==> config.mk <==
export PLATFORM = sky130hd
export DESIGN_NAME = serial_pattern_scanner
export DESIGN_NICKNAME = d
export VERILOG_FILES = /design/src/rtl/serial_pattern_scanner.sv
export SDC_FILE = /design/constraint.sdc
export NUM_CORES = 1
export LEC_CHECK = 0
export BUFFER_PORTS_ARGS = -buffer_cell sky130_fd_sc_hd__buf_2
export CORE_MARGIN = 1.5
export CORE_UTILIZATION = 30
export DETAILED_ROUTE_END_ITERATION = 7
export PLACE_DENSITY_LB_ADDON = 0.3
export SLEW_MARGIN = 0
export SYNTH_ARGS = -nofsm -noshare
export SYNTH_HDL_FRONTEND = slang
export SYNTH_SLANG_ARGS = --single-unit
==> constraint.sdc <==
create_clock -name clk -period 5.4 [get_ports clk]
set_input_delay 1.08 -clock clk [delete_from_list [all_inputs] [get_ports clk]]
set_output_delay 1.08 -clock clk [all_outputs]
set_load 0.02 [all_outputs]
==> src/rtl/serial_pattern_scanner.sv <==
// Word-to-bit sequencer wrapped around an overlapping Mealy "10010" detector.
// Scans a parallel word MSB-first and reports per-bit hit pulses plus a saturating hit count.
module serial_pattern_scanner #(
    parameter int unsigned WIDTH = 16,
    parameter int unsigned CNT_W = 5
) (
    input  logic             clk,
    input  logic             rst,
    input  logic             start,
    input  logic [WIDTH-1:0] word_in,
    input  logic             keep_ctx,
    input  logic             abort,
    output logic             ready,
    output logic             busy,
    output logic             bit_out,
    output logic             hit,
    output logic [CNT_W-1:0] hit_count,
    output logic             done
);
    localparam int unsigned      BC_W     = $clog2(WIDTH + 1);
    localparam logic [4:0]       PATTERN  = 5'b10010;
    localparam logic [CNT_W-1:0] CNT_MAX  = '1;
    localparam logic [BC_W-1:0]  LAST_BIT = BC_W'(WIDTH - 1);

    typedef enum logic [1:0] {IDLE, SHIFT, DONE} state_t;

    state_t           state;
    logic [WIDTH-1:0] shreg;
    logic [BC_W-1:0]  bit_cnt;
    logic [3:0]       hist;
    logic             match;

    always_comb begin
        ready   = (state == IDLE);
        busy    = (state != IDLE);
        bit_out = (state == SHIFT) ? shreg[WIDTH-1] : 1'b0;
        match   = (state == SHIFT) && ({hist, bit_out} == PATTERN);
    end

    always_ff @(posedge clk or posedge rst) begin
        if (rst) begin
            state     <= IDLE;
            shreg     <= '0;
            bit_cnt   <= '0;
            hist      <= '0;
            hit_count <= '0;
            hit       <= 1'b0;
            done      <= 1'b0;
        end else begin
            hit  <= 1'b0;
            done <= 1'b0;
            unique case (state)
                IDLE: begin
                    if (start) begin
                        shreg     <= word_in;
                        bit_cnt   <= '0;
                        hit_count <= '0;
                        if (!keep_ctx) hist <= '0;
                        state     <= SHIFT;
                    end
                end
                SHIFT: begin
                    // Abort leaves the presented bit unconsumed and drops all detector history.
                    if (abort) begin
                        hist  <= '0;
                        state <= IDLE;
                    end else begin
                        shreg   <= {shreg[WIDTH-2:0], 1'b0};
                        bit_cnt <= bit_cnt + 1'b1;
                        hist    <= {hist[2:0], bit_out};
                        hit     <= match;
                        if (match && (hit_count != CNT_MAX)) hit_count <= hit_count + 1'b1;
                        if (bit_cnt == LAST_BIT) begin
                            done  <= 1'b1;
                            state <= DONE;
                        end
                    end
                end
                DONE: state <= IDLE;
                default: state <= IDLE;
            endcase
        end
    end
endmodule

==> impl_metrics.env <==
export IMPL_via_per_inst=5.109
export IMPL_clock_sinks=34
export IMPL_yosysSeqAreaShare_pct=51.13
export IMPL_ys_seq_elements=34
export IMPL_vias=1308
export IMPL_power_switching_w=0.0002381
export IMPL_synth_top_cell_area_share_pct=51.13
export IMPL_crit_type="flop to output port"
export IMPL_cts_max_path_buffers=2
export IMPL_hpwl_um=2437
export IMPL_worst_pin_slew_ns=1.098
export IMPL_switching_share_pct=32.94
export IMPL_drtIter0Drc=54
export IMPL_overflow=0
export IMPL_async_flop_share_pct=100.0
export IMPL_critPathLaunchType="flop"
export IMPL_ir_drop_mv=0.1625
export IMPL_antenna_found_initial=0
export IMPL_fill_cells=535
export IMPL_synth_cell_type_count=37
export IMPL_path_clk_slew_ns=0.07
export IMPL_period_minus_slack_ns=2.487
export IMPL_synth_area_top_cells="dfrtp_1 51%, mux2i_1 9.0%, o21ai_0 6.3%"
export IMPL_relSlewSlack_pct=26.51
export IMPL_cts_max_level=2
export IMPL_netlist_instances=156
export IMPL_syn_area_um2=1664
export IMPL_synth_edf_count=0
export IMPL_synth_largest_area_cell="dfrtp_1"
export IMPL_finalCritPeriodShare_pct=46.05
export IMPL_n_antenna_cell=0
export IMPL_skew_ns=0.005853
export IMPL_cts_buffers=5
export IMPL_required_ns=4.32
export IMPL_clkPwrFrac_pct=27.6
export IMPL_drc=0
export IMPL_fp_dieW_um=77.48
export IMPL_finalSetupTns_ns=0
export IMPL_hold_path_class="flop to flop"
export IMPL_die_h_um=77.48
export IMPL_hold_ws_ns=0.5034
export IMPL_ys_flop_type="dfrtp_1"
export IMPL_maxCapViolCount=0
export IMPL_drtPass1Iterations=4
export IMPL_final_layout_size_suffix_gt1_share_pct=23.66
export IMPL_pin_count=31
export IMPL_status="completed"
export IMPL_drt_wl_total_um=3711
export IMPL_start_util_pct=31.77
export IMPL_synth_warnings=0
export IMPL_slew_viol_final=0
export IMPL_cts_tree="yes"
export IMPL_track_usage_pct=13.93
export IMPL_finalSetupViolations=0
export IMPL_synthToLayoutAreaGrowth_pct=18.42
export IMPL_syn_nets=181
export IMPL_postCtsHoldBufs=0
export IMPL_clock_latency_ns=0.29
export IMPL_p_int_w=0.0004847
export IMPL_end_kind="output port"
export IMPL_die_area_um2=6003
export IMPL_cts_post_setup_buffers_inserted=0
export IMPL_seqCellArea_um2=850.8
export IMPL_max_freq_ghz=0.4021
export IMPL_seq_power_share_pct=49.2
export IMPL_detail_route_antenna_nets=0
export IMPL_fp_row_count=26
export IMPL_root_buffer="clkbuf_8"
export IMPL_multi_input_area_um2=757.0
export IMPL_finalHoldViolations=0
export IMPL_grt_pass1_vias=1328
export IMPL_io_buffers=30
export IMPL_gp_congestion=0.7929
export IMPL_p_per_area_nw_per_um2=366.8
export IMPL_combPwrFrac_pct=23.2
export IMPL_grt_max_degree=35
export IMPL_final_nets=210
export IMPL_post_drt_wl_per_cell_um=14.50
export IMPL_worstPathMaxFanout=16
export IMPL_syn_avg_cell_area_um2=10.67
export IMPL_rsz0062_at_grt="no"
export IMPL_coreArea_um2=5238
export IMPL_cp_arrival_ns=1.41
export IMPL_cts_resized_gates=0
export IMPL_p_leak_nw=0.9610
export IMPL_post_route_util_pct=37.63
export IMPL_grt_pass1_wl_um=6492
==> synth_stat cells, drive strengths merged (2+ instances only) <==
master    n
dfrtp    34
o21ai    21
nand3    19
mux2i    15
clkbuf    7
a22o      6
ha        4
inv       4
nand2     4
a21oi     3
a31oi     3
buf       3
a211o     2
a41oi     2
and2      2
and3      2
nand4bb   2
nor2      2
nor3      2
nor3b     2
or2       2
or3b      2
==> stage by stage <==
| stage | power, W | instance area (um2) | instances | setup WS, ns |
|---|---|---|---|---|
| after CTS | 0.0007323 | 1971 | 256 | 2.920 |
| after floorplan | 0.0004749 | 1664 | 156 | 3.179 |
| after detailed placement | 0.0005292 | 1876 | 248 | 2.648 |
| final | 0.0007228 | 1971 | 256 | 2.913 |
| after global placement | 0.0005253 | 1876 | 248 | 2.680 |
| after global routing | 0.0007718 | 1971 | 256 | 2.755 |
==> cells by family after synthesis <==
logic type / Yosys count / share of synthesized area [%]
and+or+nand+nor: 46 / 16.47
buffers and inverters: 14 / 3.383
muxes: 15 / 9.022
AOI/OAI and AO/OA: 43 / 16.99
DFF: 34 / 51.13
adders and majority gates: 4 / 3.008
==> power groups by stage <==
stage / logic, W / clock network (W) / registers [W]
6_report: 0.000167 / 0.000200 / 0.000356
5_1_grt: 0.000192 / 0.000217 / 0.000363
3_5_place_dp: 0.000170 / 0 / 0.000359
2_1_floorplan: 0.000122 / 0 / 0.000353
3_3_place_gp: 0.000166 / 0 / 0.000359
4_1_cts: 0.000170 / 0.000207 / 0.000355
==> state kept, by name, summed over array words and instances, names as in the netlist <==
name	count
hit	1
state	2
hit_count	5
bit_cnt	5
shreg	16
hist	4
done	1
==> layer usage <==
metal  vias up  share of wire, %  GRT usage (%)  routed length, um
li1        636                 -              -                  -
met1       636                51          18.23               1890
met2        30                43          21.84               1592
met3         6               4.6          4.118                172
met4         0               1.5          4.909                 55
met5         -                 0              0                  0
==> worst paths after layout <==
check / startpoint / cells after the start / slack [ns] / to
worst max-delay path: state[0]$_DFFE_PP0P_ / 3 / 2.91 / ready
worst min-delay path: shreg[4]$_DFFE_PP0P_ / 2 / 0.50 / shreg[4]$_DFFE_PP0P_
worst max register to register: state[0]$_DFFE_PP0P_ / 4 / 3.22 / shreg[14]$_DFFE_PP0P_
worst min register to register: shreg[4]$_DFFE_PP0P_ / 2 / 0.50 / shreg[4]$_DFFE_PP0P_
max in group asynchronous: rst / 3 / 4.21 / hit_count[3]$_DFFE_PP0P_
min in group asynchronous: rst / 3 / 0.87 / shreg[14]$_DFFE_PP0P_
==> cells in the final DEF, fill, tap and decap left out, drive strengths merged, types with 3 or more instances in the layout <==
cell	netlist	final
dfrtp	34	34
buf	3	32
o21ai	21	21
nand3	19	19
mux2i	15	15
a22o	6	6
clkbuf	7	6
nand2	4	4
inv	4	4
ha	4	4
a31oi	3	3
a21oi	3	3
==> final cells by class <==
cell class,count,share of cell area (%)
repair buffers,32,8.381
flip-flops and latches,34,43.17
clock inverters,2,0.6349
inverters,4,0.7619
multi-input cells,108,38.41
clock buffers,6,4.190
well taps,70,4.444
==> critical path, stage by stage, from the launching register on <==
cell and delay, ns:
dfrtp_1 0.54, or2_2 0.38, inv_1 0.05, buf_2 0.15
(Power assumes the default switching activity.)
